--- config.mk ---
export PLATFORM = sky130hd
export DESIGN_NAME = sram_access_seq
export DESIGN_NICKNAME = d
export VERILOG_FILES = /design/src/rtl/sram_access_seq.sv
export SDC_FILE = /design/constraint.sdc
export NUM_CORES = 1
export LEC_CHECK = 0
export ABC_AREA = 1
export BUFFER_PORTS_ARGS = -buffer_cell sky130_fd_sc_hd__buf_2
export CORE_MARGIN = 5
export CORE_UTILIZATION = 42
export CTS_CLUSTER_DIAMETER = 80
export DETAILED_ROUTE_END_ITERATION = 16
export GPL_TIMING_DRIVEN = 0
export HOLD_SLACK_MARGIN = 0.05
export PLACE_DENSITY = 0.73
export REMOVE_ABC_BUFFERS = 1
export SLEW_MARGIN = 20
export SYNTH_ARGS = -nofsm -noshare
export SYNTH_HDL_FRONTEND = slang
export SYNTH_SLANG_ARGS = --single-unit
--- constraint.sdc ---
create_clock -name avr_clk -period 3.2 [get_ports avr_clk]
set_input_delay 0.64 -clock avr_clk [delete_from_list [all_inputs] [get_ports avr_clk]]
set_output_delay 0.64 -clock avr_clk [all_outputs]
set_load 0.01 [all_outputs]
--- src/rtl/sram_access_seq.sv ---
// SRAM access sequencer: serially loaded address register plus a timed
// SETUP / STROBE / HOLD cycle for each AVR read or write command.
// Every output is a flop; the pads themselves live in the top level.
module sram_access_seq #(
    parameter int ADDR_W     = 21,
    parameter int DATA_W     = 8,
    parameter int ACC_CYCLES = 2
) (
    input  logic              avr_clk,
    input  logic              avr_rst_n,
    input  logic              avr_si,
    input  logic              avr_shift,
    input  logic              cmd_stb,
    input  logic [2:0]        avr_ctrl,
    input  logic [DATA_W-1:0] avr_din,
    output logic [DATA_W-1:0] avr_dout,
    input  logic [DATA_W-1:0] sram_din,
    output logic [DATA_W-1:0] sram_dout,
    output logic              sram_dout_en,
    output logic [ADDR_W-1:0] sram_addr,
    output logic              sram_ce_n,
    output logic              sram_oe_n,
    output logic              sram_we_n,
    output logic              busy,
    output logic              done,
    output logic              cmd_err
);

    localparam int CNT_W = (ACC_CYCLES > 1) ? $clog2(ACC_CYCLES) : 1;

    typedef enum logic [1:0] {
        S_IDLE,
        S_SETUP,
        S_STROBE,
        S_HOLD
    } state_t;

    state_t           state, state_nxt;
    logic [CNT_W-1:0] cnt, cnt_nxt;
    logic             strobe_last;

    // Command decode
    logic cmd_rw, cmd_wr, cmd_inc, cmd_clr;

    always_comb begin
        cmd_rw  = 1'b0;
        cmd_wr  = 1'b0;
        cmd_inc = 1'b0;
        cmd_clr = 1'b0;
        case (avr_ctrl)
            3'b001: cmd_rw = 1'b1;
            3'b010: begin cmd_rw = 1'b1; cmd_wr = 1'b1; end
            3'b011: begin cmd_rw = 1'b1; cmd_inc = 1'b1; end
            3'b100: begin cmd_rw = 1'b1; cmd_wr = 1'b1; cmd_inc = 1'b1; end
            3'b101: cmd_clr = 1'b1;
            default: ;
        endcase
    end

    assign strobe_last = (cnt == CNT_W'(ACC_CYCLES - 1));

    // Latched operation type for the access in flight
    logic op_wr, op_inc, op_wr_nxt, op_inc_nxt;

    // Next-value terms for the registered outputs
    logic [DATA_W-1:0] avr_dout_nxt, sram_dout_nxt;
    logic [ADDR_W-1:0] addr_nxt;
    logic              dout_en_nxt, ce_n_nxt, oe_n_nxt, we_n_nxt;
    logic              busy_nxt, done_nxt, cmd_err_nxt;

    // State and strobe-length counter
    always_ff @(posedge avr_clk or negedge avr_rst_n) begin
        if (!avr_rst_n) begin
            state <= S_IDLE;
            cnt   <= '0;
        end else begin
            state <= state_nxt;
            cnt   <= cnt_nxt;
        end
    end

    // Next-state: one SETUP clock, ACC_CYCLES strobe clocks, one HOLD clock
    always_comb begin
        state_nxt = state;
        cnt_nxt   = cnt;
        case (state)
            S_IDLE:   if (cmd_stb && cmd_rw) state_nxt = S_SETUP;
            S_SETUP: begin
                state_nxt = S_STROBE;
                cnt_nxt   = '0;
            end
            S_STROBE: begin
                if (strobe_last) state_nxt = S_HOLD;
                else             cnt_nxt   = cnt + CNT_W'(1);
            end
            S_HOLD:   state_nxt = S_IDLE;
            default:  state_nxt = S_IDLE;
        endcase
    end

    // Output next-values; each output changes at the edge where its phase begins or ends
    always_comb begin
        avr_dout_nxt  = avr_dout;
        sram_dout_nxt = sram_dout;
        addr_nxt      = sram_addr;
        dout_en_nxt   = sram_dout_en;
        ce_n_nxt      = sram_ce_n;
        oe_n_nxt      = sram_oe_n;
        we_n_nxt      = sram_we_n;
        busy_nxt      = busy;
        op_wr_nxt     = op_wr;
        op_inc_nxt    = op_inc;
        done_nxt      = 1'b0;
        cmd_err_nxt   = 1'b0;
        case (state)
            S_IDLE: begin
                if (cmd_stb) begin
                    // A simultaneous shift loses to the command and is flagged
                    cmd_err_nxt = avr_shift;
                    if (cmd_rw) begin
                        ce_n_nxt   = 1'b0;
                        busy_nxt   = 1'b1;
                        op_wr_nxt  = cmd_wr;
                        op_inc_nxt = cmd_inc;
                        if (cmd_wr) begin
                            sram_dout_nxt = avr_din;
                            dout_en_nxt   = 1'b1;
                        end
                    end else if (cmd_clr) begin
                        addr_nxt = '0;
                    end
                end else if (avr_shift) begin
                    addr_nxt = {sram_addr[ADDR_W-2:0], avr_si};
                end
            end
            S_SETUP: begin
                if (op_wr) we_n_nxt = 1'b0;
                else       oe_n_nxt = 1'b0;
            end
            S_STROBE: begin
                if (strobe_last) begin
                    oe_n_nxt = 1'b1;
                    we_n_nxt = 1'b1;
                    if (!op_wr) avr_dout_nxt = sram_din;
                end
            end
            S_HOLD: begin
                ce_n_nxt    = 1'b1;
                dout_en_nxt = 1'b0;
                busy_nxt    = 1'b0;
                done_nxt    = 1'b1;
                if (op_inc) addr_nxt = sram_addr + ADDR_W'(1);
            end
            default: ;
        endcase
        // Anything arriving mid-access is dropped and reported
        if (state != S_IDLE && (cmd_stb || avr_shift)) cmd_err_nxt = 1'b1;
    end

    // Output registers; reset releases the strobes immediately
    always_ff @(posedge avr_clk or negedge avr_rst_n) begin
        if (!avr_rst_n) begin
            avr_dout     <= '0;
            sram_dout    <= '0;
            sram_addr    <= '0;
            sram_dout_en <= 1'b0;
            sram_ce_n    <= 1'b1;
            sram_oe_n    <= 1'b1;
            sram_we_n    <= 1'b1;
            busy         <= 1'b0;
            done         <= 1'b0;
            cmd_err      <= 1'b0;
            op_wr        <= 1'b0;
            op_inc       <= 1'b0;
        end else begin
            avr_dout     <= avr_dout_nxt;
            sram_dout    <= sram_dout_nxt;
            sram_addr    <= addr_nxt;
            sram_dout_en <= dout_en_nxt;
            sram_ce_n    <= ce_n_nxt;
            sram_oe_n    <= oe_n_nxt;
            sram_we_n    <= we_n_nxt;
            busy         <= busy_nxt;
            done         <= done_nxt;
            cmd_err      <= cmd_err_nxt;
            op_wr        <= op_wr_nxt;
            op_inc       <= op_inc_nxt;
        end
    end

endmodule
**After elaboration in Yosys (flattened, before gate mapping)**

Cells that the tools add are included.

- Reductions and logical operators: 19
- Shift operators: 0
- Add/subtract/negate cells: 2
- Equality and inequality tests: 19
- Bitwise operators: 1
- Divide/modulo/power cells: 0
- $lt $le $gt $ge: 0
- Multiplexer cells: 34
- Multiply operators: 0

Operators with widths:

| cell | count |
|---|---|
| 21-bit 2-to-1 mux | 5 |
| 21-bit case mux with 2 select lines | 1 |
| 21-bit by 1-bit adder with 21-bit output, second input constant | 1 |
| 1-bit 2-to-1 mux | 19 |
| 2-bit inequality test, second input constant | 8 |
| 3-bit AND reduction | 5 |
| 1-bit case mux with 2 select lines | 6 |
| 3-bit inequality test, second input constant | 3 |
| 2-bit case mux with 4 select lines | 1 |
| 4-bit AND reduction | 2 |
| 3-bit by 2-bit equality test with 1-bit output, second input constant | 2 |
| 3-bit equality test, second input constant | 2 |
| 2-bit nonzero test | 3 |
| 5-bit AND reduction | 1 |
| 2-bit equality test, second input constant | 2 |
| 2-bit 2-to-1 mux | 2 |
| 2-bit OR reduction | 2 |
| 4-bit OR reduction | 1 |
| 3-bit by 1-bit equality test with 1-bit output, second input constant | 1 |
| 2-bit by 1-bit equality test with 1-bit output, second input constant | 1 |
| 1-bit logical AND | 2 |
| 2-bit logical NOT | 1 |
| 2-bit AND reduction | 1 |
| 1-bit adder, second input constant | 1 |
| other kinds (2) | 2 |

- Word-level logic and storage cells: 89
- Latch bits: 0
- Output and inout bits: 44
- Bits in registers: 49
- Memory bits (read-only): 0
- Memory bits (writable): 0
- Input port bits: 24
- Memories kept: 0

**Longest topological paths before layout**

Gate-level depths: netlist (run 1).

- Word-level depth: 7
- Depth in mapped cells: 10
- Mapped depth without buffers: 10

**Worst setup path after synthesis (run 1)**

No wires, ideal clock.

- Path kind: input to register
- Start: in avr_ctrl[0]
- End: reg sram_dout[7]
- Required time: 3.083 ns
- Stages: 9
- Arrival: 1.437 ns
- Setup slack: 1.646 ns
- Cell sequence: inv_1 > nand2_1 > nor2_1 > nor2_2 > nor2_2 > nand3_4 > buf_6 > nand2_2 > o21ai_2

- Word-level cells in the longest chain between the ends: 4

RTL lines:

| what | line | source |
|---|---|---|
| start: declaration | 14 | `input logic [2:0] avr_ctrl,` |
| 3-bit equality test, or another cell as far along | 50 | `case (avr_ctrl)` |
| 4-bit OR reduction (no source line) / 2-bit OR reduction (equally long branches) | - |  |
| 1-bit 2-to-1 mux | 50 |  |
| 4-bit AND reduction (no source line) * | - |  |
| end signal: assignment | 177 | `sram_dout <= sram_dout_nxt;` |
| end: declaration | 18 | `output logic [DATA_W-1:0] sram_dout,` |

Every way passes the cells marked *; elsewhere a longest branch is shown, timed or not.
A chain may end at the register's enable or synchronous reset.

**Worst setup path in the final report (run 1)**

- Start: reg state[1]
- End: reg sram_addr[9]

- Word-level cells in the longest chain between the ends: 3

RTL lines:

| what | line | source |
|---|---|---|
| start: declaration | 38 | `state_t state, state_nxt;` |
| start signal: assignment | 77 | `state <= state_nxt;` |
| 2-bit equality test / 2-bit logical NOT (equally long branches) | 115 | `case (state)` |
| 2-bit inequality test (no source line), or another cell as far along | - |  |
| 5-bit AND reduction (no source line) | - |  |
| end signal: assignment | 178 | `sram_addr <= addr_nxt;` |
| end: declaration | 20 | `output logic [ADDR_W-1:0] sram_addr,` |

Several ways; a longest one is shown, not always the timed one.

==> impl_metrics.json, run 1 <==
{
  "layout_worst_path_cycle_share_pct": 75.4,
  "clock_skew_ns": 0.00916,
  "hold_class": "primary input to asynchronous set/reset pin",
  "synth_area_mm2": 0.00294,
  "die_w_um": 93.6,
  "drc_errors": 0,
  "ctsHoldBuffers": 0,
  "start_util_pct": 43.2,
  "critPathSlowestCell": "ha_1",
  "ioPinCount": 68,
  "portBuffers": 67,
  "clkTransAtPathRegs_ns": 0.09,
  "maxCapViolations": 0,
  "grt_antenna_before_repair": 0,
  "dpl.cell_count": 526,
  "dr.pass1.iters": 4,
  "rsz0062_at_grt": "no",
  "finalCoreUtilization_pct": 50.7,
  "track_usage_pct": 15.9,
  "crit_path_start_kind": "flop",
  "clock_latency_ns": 0.30,
  "wl_mm": 6.65,
  "fmax_mhz": 415,
  "area_growth_pct": 17.3,
  "end_kind": "flop",
  "vias_per_cell": 4.87,
  "cts_tree": "yes",
  "p_leak_uw": 0.00179,
  "cp_num_buf_inv": 2,
  "dp_hpwl_mm": 4.80,
  "fill_cells": 658,
  "setup_viol": 0,
  "post_dp_cell_area_mm2": 0.00332,
  "finalCriticalPeriod_ns": 2.41,
  "post_cts_buffers": 0,
  "die_y_um": 93.6,
  "final_antenna_net_count": 0,
  "h-tree-depth": 2,
  "clockBufferDepth": 2,
  "tightest_slew_ns": 1.02,
  "arrival_ns": 2.59,
  "synth_cells": 370,
  "layout-drive-gt1-share_pct": 32.0,
  "crit_required_ns": 3.38,
  "num_rows": 30,
  "die_area_mm2": 0.00876,
  "cts_resized": 0,
  "path_cells": "ha_1, inv_2, nor2_1, nor2_2, nand2_4, inv_6, o21ai_0, o21ai_0",
  "crit_type": "flop to flop",
  "grt-ovfl-total": 0,
  "gp_congestion": 0.793,
  "grt_pass1_vias": 2584,
  "fin_area_mm2": 0.00344,
  "grt_start_max_net_pins": 50,
  "num-nets-final": 466,
  "multi_input_area_mm2": 0.00143,
  "irDropWorstVdd_v": 0.000394,
  "post_drt_wl_per_cell_um": 12.4,
  "clkSinkCount": 49,
  "grt_pass1_wl_mm": 11.5,
  "tns_ns": 0,
  "slew_viol_final": 0,
  "power_density_mw_per_mm2": 962,
  "yosysWarnings": 0,
  "ys_seq_elements": 49,
  "root_buffer": "clkbuf_8",
  "critical-path-top-delay-family": "adder cells",
  "cp_max_fo": 25,
  "drt_iter0_markers": 116,
  "final_cell_count_no_fill": 534,
  "slew_headroom_pct": 32.2,
  "crit_top_cell": "o21ai_0",
  "syn_avg_cell_area_um2": 7.94,
  "synth_cell_types": 33,
  "yosysSeqAreaShare_pct": 41.9,
  "regArea_mm2": 0.00123,
  "hold_violations": 0,
  "status": "finished clean",
  "n_antenna_cell": 0,
  "placeableCoreArea_mm2": 0.00679,
  "cts_buffers": 5,
  "cpPeakStageDelay_ns": 0.85,
  "num_vias": 2598
}
-- state kept, by name, indices dropped and copies added, names as in the netlist, 2 cells and up --
signal     cells
state          2
sram_addr     21
avr_dout       8
sram_dout      8
-- routing by layer --
layer,up-vias,track usage [%],wire length [um]
met5,-,0,0
met4,0,4.45,58
met3,6,4.10,477
met2,68,27.8,3240
met1,1210,19.3,2870
li1,1314,-,-
-- path summary, 6_finish.rpt --
| path | start | end | slack, ns | depth (start not counted) |
|---|---|---|---|---|
| min in group avr_clk | sram_dout[1] | sram_dout[1] | 0.49 | 2 |
| max in group asynchronous | avr_rst_n | sram_addr[0] | 2.43 | 1 |
| max reg2reg | state[1] | sram_addr[9] | 0.79 | 8 |
| min | avr_rst_n | sram_addr[4] | 0.34 | 1 |
| max | state[1] | sram_addr[9] | 0.79 | 8 |
| min reg2reg | sram_dout[1] | sram_dout[1] | 0.49 | 2 |
-- power by group --
part           total (uW)  switching (uW)  internal (uW)
sequential           1190             279            915
clock                 470             216            254
combinational        1650            1020            628
-- cells in the mapped netlist --
master    number  area share [%]
a21oi_1       14             2.4
a21oi_2        9             2.7
a22oi_1        1            0.26
buf_12         1            0.68
buf_2          1            0.17
buf_6          3             1.2
clkbuf_1       1            0.13
clkbuf_4       1            0.26
dfrtp_1       46              39
dfstp_2        3             2.7
ha_1           5             2.1
inv_1         47             6.0
inv_2          5            0.64
inv_6          1            0.30
mux2_2         8             3.1
nand2_1       75             9.6
nand2_2        7             1.5
nand2_4        3             1.2
nand3_1       32             5.5
nand3_4        1            0.60
nand3b_1       1            0.26
nand4_1        2            0.43
nand4_2        1            0.43
nor2_1        41             5.2
nor2_2        15             3.2
nor2_4         2            0.77
nor2_8         2             1.4
nor3_1         2            0.34
o21ai_0       18             3.1
o21ai_1       12             2.0
o21ai_2        8             2.4
o21bai_1       1            0.26
o22ai_1        1            0.21
-- logic make-up after synthesis --
logic type | Yosys count | share of synthesized area, %
AND/OR/NAND/NOR | 184 | 30.3
AO/OA/AOI/OAI | 64 | 13.3
buffers and inverters | 60 | 9.33
flip-flops | 49 | 41.9
multiplexers | 8 | 3.07
adder cells (fa/ha/maj) | 5 | 2.13
-- layout make-up --
class / instances / area share, %
Multi-Input combinational cell: 261 / 41.6
Sequential cell: 49 / 35.7
Timing Repair Buffer: 67 / 9.81
Inverter: 53 / 5.92
Tap cell: 96 / 3.49
Clock buffer: 6 / 2.40
Clock inverter: 2 / 1.09
-- layout by cell type (no fill, tap or decap), drive strengths merged --
| master | synthesis | layout |
|---|---|---|
| a21oi | 23 | 23 |
| a22oi | 1 | 1 |
| buf | 5 | 67 |
| bufinv | 0 | 1 |
| clkbuf | 2 | 6 |
| clkinvlp | 0 | 1 |
| dfrtp | 46 | 46 |
| dfstp | 3 | 3 |
| ha | 5 | 5 |
| inv | 53 | 53 |
| mux2 | 8 | 8 |
| nand2 | 85 | 85 |
| nand3 | 33 | 33 |
| nand3b | 1 | 1 |
| nand4 | 3 | 3 |
| nor2 | 60 | 60 |
| nor3 | 2 | 2 |
| o21ai | 38 | 38 |
| o21bai | 1 | 1 |
| o22ai | 1 | 1 |
-- stage by stage --
stage / setup WS (ns) / total power, uW / hold WS [ns]
after floorplan: 1.41 / 2310 / 0.344
after global placement: 0.870 / 2810 / 0.460
final: 0.788 / 3320 / 0.344
after CTS: 0.826 / 3350 / 0.493
after detailed placement: 0.850 / 2860 / 0.469
after global routing: 0.623 / 3620 / 0.400
-- worst reg2reg max path: stages, from the launching register on --
cell and delay [ns]:
dfrtp_1 0.41, ha_1 0.85, inv_2 0.23, nor2_1 0.19, nor2_2 0.07, nand2_4 0.21, inv_6 0.15, o21ai_0 0.10
o21ai_0 0.09
Note: power is estimated with default switching activity, not from simulation.
==> run 2: changes to the inputs <==
PLACE_DENSITY = 0.75   (was 0.73)
clock period = 2 ns   (was 3.2 ns; I/O delays follow)
==> impl_metrics.json, run 2 (synthesis gave the netlist of run 1 again) <==
{
  "cts_buffers": 5,
  "maxCapViolations": 0,
  "vias_per_cell": 4.97,
  "ioPinCount": 68,
  "wl_mm": 6.90,
  "grt.met2_usage_pct": 27.3,
  "crit_start": "state[1]",
  "r2r-start": "state[1]",
  "p_sw_share_pct": 46.4,
  "dr.pass1.iters": 6,
  "h-tree-depth": 2,
  "n_antenna_cell": 0,
  "die_area_mm2": 0.00876,
  "critical-path-top-delay-family": "flip-flops",
  "pwr-share-seq_pct": 35.8,
  "dp_hpwl_mm": 4.85,
  "critPathSlowestCell": "dfrtp_1",
  "clock_latency_ns": 0.31,
  "hold-worst-slack_ns": 0.104,
  "clockBufferDepth": 2,
  "cp_num_buf_inv": 2,
  "grt_antenna_before_repair": 0,
  "layout-drive-gt1-share_pct": 32.3,
  "cp.depth": 8,
  "grt_start_max_net_pins": 50,
  "multi_input_area_mm2": 0.00145,
  "use_met1_pct": 19.9,
  "layout_worst_path_cycle_share_pct": 90.5,
  "finalPower_uw": 5350,
  "p_comb_share_pct": 50.4,
  "switchingPower_uw": 2480,
  "crit_type": "flop to flop",
  "drc_errors": 0,
  "slew_headroom_pct": 58.8,
  "endpoint": "sram_addr[9]",
  "final_cell_mix": "nand2_1, buf_2, inv_1",
  "power_density_mw_per_mm2": 1550,
  "crit_top_cell": "o21ai_0",
  "ctsHoldBuffers": 0,
  "slew_viol_final": 0,
  "num_rows": 30,
  "status": "finished clean",
  "drt_iter0_markers": 107,
  "reg.largest.list": "sram_addr (21), avr_dout (8), sram_dout (8)",
  "crit_required_ns": 2.23,
  "power.internal_uw": 2870,
  "rr_endpoint": "sram_addr[9]",
  "hold_violations": 0,
  "met3_usage_pct": 4.34,
  "clkTransAtPathRegs_ns": 0.10,
  "portBuffers": 67,
  "area_growth_pct": 17.9,
  "grt-ovfl-total": 0,
  "grt_pass1_vias": 2591,
  "rr_worst_depth": 8,
  "grt_pass1_wl_mm": 11.5,
  "finalCriticalPeriod_ns": 1.81,
  "final_common_cell": "nand2_1",
  "p_leak_uw": 0.00179,
  "num_vias": 2657,
  "fin_area_mm2": 0.00346,
  "root_buffer": "clkbuf_8",
  "placeableCoreArea_mm2": 0.00679,
  "clkSinkCount": 49,
  "start_util_pct": 43.2,
  "setup_viol": 0,
  "post_drt_wl_per_cell_um": 12.9,
  "pwr-share-clk_pct": 13.7,
  "path_cells": "ha_4, inv_2, nor2_1, nor2_2, nand2_4, inv_6, o21ai_0, o21ai_0",
  "post_dp_cell_area_mm2": 0.00332,
  "rsz0062_at_grt": "no",
  "grt-busiest-layer": "met2",
  "clock_skew_ns": 0.00915,
  "gp_congestion": 0.863,
  "regArea_mm2": 0.00123,
  "end_kind": "flop",
  "track_usage_pct": 16.2,
  "top_register": "sram_addr",
  "irDropWorstVdd_v": 0.000797,
  "fmax_mhz": 553,
  "crit_path_start_kind": "flop",
  "reg2reg_slack_ns": 0.19,
  "die_y_um": 93.6,
  "num-nets-final": 467,
  "cpPeakStageDelay_ns": 0.45,
  "fill_cells": 665,
  "largest_reg_flops": 21,
  "tightest_slew_ns": 0.619,
  "cp_max_fo": 25,
  "cts_tree": "yes",
  "arrival_ns": 2.04,
  "hold_class": "primary input to asynchronous set/reset pin",
  "die_w_um": 93.6,
  "final_antenna_net_count": 0
}
run 2: cell count changes in the layout (fill, tap and decap cells not counted), sizes merged:
cell    before  now
buf         67   68
clkinv       0    1
clkbuf       6    5
run 2: how the worst min path moves through the flow:
| stage | from | endpoint | slack, ns | depth (start not counted) |
|---|---|---|---|---|
| after floorplan | avr_rst_n | avr_dout[0] | 0.10 | 0 |
| after global placement | sram_dout[4] | sram_dout[4] | 0.46 | 2 |
| after detailed placement | sram_dout[2] | sram_dout[2] | 0.47 | 2 |
| after CTS | sram_din[3] | avr_dout[3] | 0.31 | 2 |
| after global routing | avr_rst_n | state[0] | 0.16 | 1 |
| final | avr_rst_n | sram_addr[4] | 0.10 | 1 |
run 2: final cells by class:
cell class | instances | area share [%]
sequential | 49 | 35.5
tap | 96 | 3.47
inverter | 53 | 5.89
clock buffer | 5 | 1.99
timing repair buffer | 68 | 10.1
multi-input combinational | 261 | 41.7
clock inverter | 3 | 1.34
run 2: per-layer routing:
metal	wire (um)	vias to the layer above
li1	-	1313
met1	3010	1237
met2	3280	92
met3	505	15
met4	100	0
met5	0	-
run 2: what timing repair did:
item | in CTS | in global routing
buffers inserted | 0 | 1
pin swaps | 0 | 1
endpoints found under the setup margin | 21 | 1
gates resized for setup | 2 | 0
run 2: power groups by stage:
stage               logic (uW)  registers [uW]  clock network, uW
floorplan                 1650            2050                  0
global placement          2600            1900                  0
detailed placement        2680            1930                  0
CTS                       2700            1920                751
global route              3030            2000                791
finish                    2700            1920                735
run 2: through the flow:
stage / setup slack (ns) / TNS [ns] / std cells / util [%]
after floorplan: 0.213 / 0 / 363 / -
after global placement: -0.361 / -6.41 / 526 / 48.9
after detailed placement: -0.426 / -7.02 / 526 / 48.9
after CTS: 0.113 / 0 / 534 / 50.8
after global routing: 0.00637 / 0 / 535 / 51.0
final: 0.191 / 0 / 535 / 51.0
==> run 3: changes to the inputs <==
PLACE_DENSITY = 0.73   (was 0.75)
clock period = 2.3 ns   (was 2 ns; I/O delays follow)
==> impl_metrics.json, run 3 (synthesis gave the netlist of run 1 again) <==
{
  "area_growth_pct": 17.4,
  "clockBufferDepth": 2,
  "post_drt_wl_per_cell_um": 12.4,
  "crit_top_cell": "o21ai_0",
  "slew_viol_final": 0,
  "dr.pass1.iters": 4,
  "regArea_mm2": 0.00123,
  "cpPeakStageDelay_ns": 0.56,
  "vias_per_cell": 4.84,
  "grt_antenna_before_repair": 0,
  "finalPower_uw": 4610,
  "hold_violations": 0,
  "die_y_um": 93.6,
  "grt_start_max_net_pins": 50,
  "p_leak_uw": 0.00179,
  "layout_worst_path_cycle_share_pct": 88.7,
  "multi_input_area_mm2": 0.00144,
  "portBuffers": 67,
  "power_density_mw_per_mm2": 1340,
  "clkSinkCount": 49,
  "hold-worst-slack_ns": 0.164,
  "clkTransAtPathRegs_ns": 0.09,
  "fill_cells": 657,
  "critical-path-top-delay-family": "adder cells",
  "end_kind": "flop",
  "grt_pass1_wl_mm": 11.5,
  "r2r-start": "state[1]",
  "irDropWorstVdd_v": 0.000549,
  "num-nets-final": 466,
  "hold_class": "primary input to asynchronous set/reset pin",
  "grt_pass1_vias": 2584,
  "ctsHoldBuffers": 0,
  "status": "finished clean",
  "drc_errors": 0,
  "finalCriticalPeriod_ns": 2.04,
  "cp_max_fo": 25,
  "crit_type": "flop to flop",
  "root_buffer": "clkbuf_8",
  "drt_iter0_markers": 121,
  "maxCapViolations": 0,
  "fmax_mhz": 490,
  "start_util_pct": 43.2,
  "clock_skew_ns": 0.00925,
  "crit_path_start_kind": "flop",
  "slew_headroom_pct": 58.9,
  "final_common_cell": "nand2_1",
  "gp_congestion": 0.793,
  "num_vias": 2585,
  "arrival_ns": 2.22,
  "largest_reg_flops": 21,
  "ioPinCount": 68,
  "final_cell_mix": "nand2_1, buf_2, inv_1",
  "tightest_slew_ns": 0.616,
  "setup_viol": 0,
  "crit_start": "state[1]",
  "cts_tree": "yes",
  "die_area_mm2": 0.00876,
  "h-tree-depth": 2,
  "critPathSlowestCell": "ha_2",
  "top_register": "sram_addr",
  "path_cells": "ha_2, inv_2, nor2_1, nor2_2, nand2_4, inv_6, o21ai_0, o21ai_0",
  "cp_num_buf_inv": 2,
  "n_antenna_cell": 0,
  "reg.largest.list": "sram_addr (21), avr_dout (8), sram_dout (8)",
  "placeableCoreArea_mm2": 0.00679,
  "layout-drive-gt1-share_pct": 32.2,
  "final_antenna_net_count": 0,
  "wl_mm": 6.64,
  "rsz0062_at_grt": "no",
  "num_rows": 30,
  "dp_hpwl_mm": 4.80,
  "cts_buffers": 5,
  "grt-ovfl-total": 0,
  "clock_latency_ns": 0.30,
  "die_w_um": 93.6,
  "track_usage_pct": 15.9,
  "crit_required_ns": 2.48
}
[run 3: path summary, 6_finish.rpt]
| kind | to | slack, ns | cells after the start |
|---|---|---|---|
| worst max register to register | sram_addr[9] | 0.26 | 8 |
| worst min register to register | sram_dout[1] | 0.49 | 2 |
| max in group asynchronous | sram_addr[9] | 1.71 | 1 |
| worst max-delay path | sram_addr[9] | 0.26 | 8 |
| min in group avr_clk | avr_dout[7] | 0.38 | 2 |
| worst min-delay path | sram_addr[4] | 0.16 | 1 |
[run 3: area by class of cell]
type	count	share of cell area (%)
Multi-Input combinational cell	261	41.6
Inverter	53	5.92
Clock inverter	2	1.09
Sequential cell	49	35.7
Clock buffer	6	2.40
Tap cell	96	3.48
Timing Repair Buffer	67	9.80
[run 3: timing repair]
action | CTS | global route
setup buffers | 0 | 0
resized for setup | 1 | 0
endpoints found under the setup margin | 20 | 0
[run 3: layer usage]
layer / global-route usage, % / wire length [um] / vias up
li1: - / - / 1315
met1: 19.4 / 2880 / 1202
met2: 27.7 / 3240 / 62
met3: 4.10 / 460 / 6
met4: 4.45 / 58 / 0
met5: 0 / 0 / -
[run 3: where the power goes]
group	switching, uW	internal, uW	total [uW]	leakage [uW]
clock network	300	354	654	0.0000574
logic	1420	876	2300	0.00113
registers	388	1270	1660	0.000605
total	2110	2500	4610	0.00179
[run 3: per-stage QoR]
stage          util [%]  TNS [ns]  cell area [um^2]  setup slack (ns)  std cells
6_report           50.7         0              3450             0.261        534
5_1_grt            50.7         0              3450             0.115        534
4_1_cts            50.7         0              3440             0.268        534
3_5_place_dp       48.9    -0.337              3320           -0.0498        526
3_3_place_gp       48.9   -0.0437              3320           -0.0295        526
2_1_floorplan         -         0              2870             0.513        363
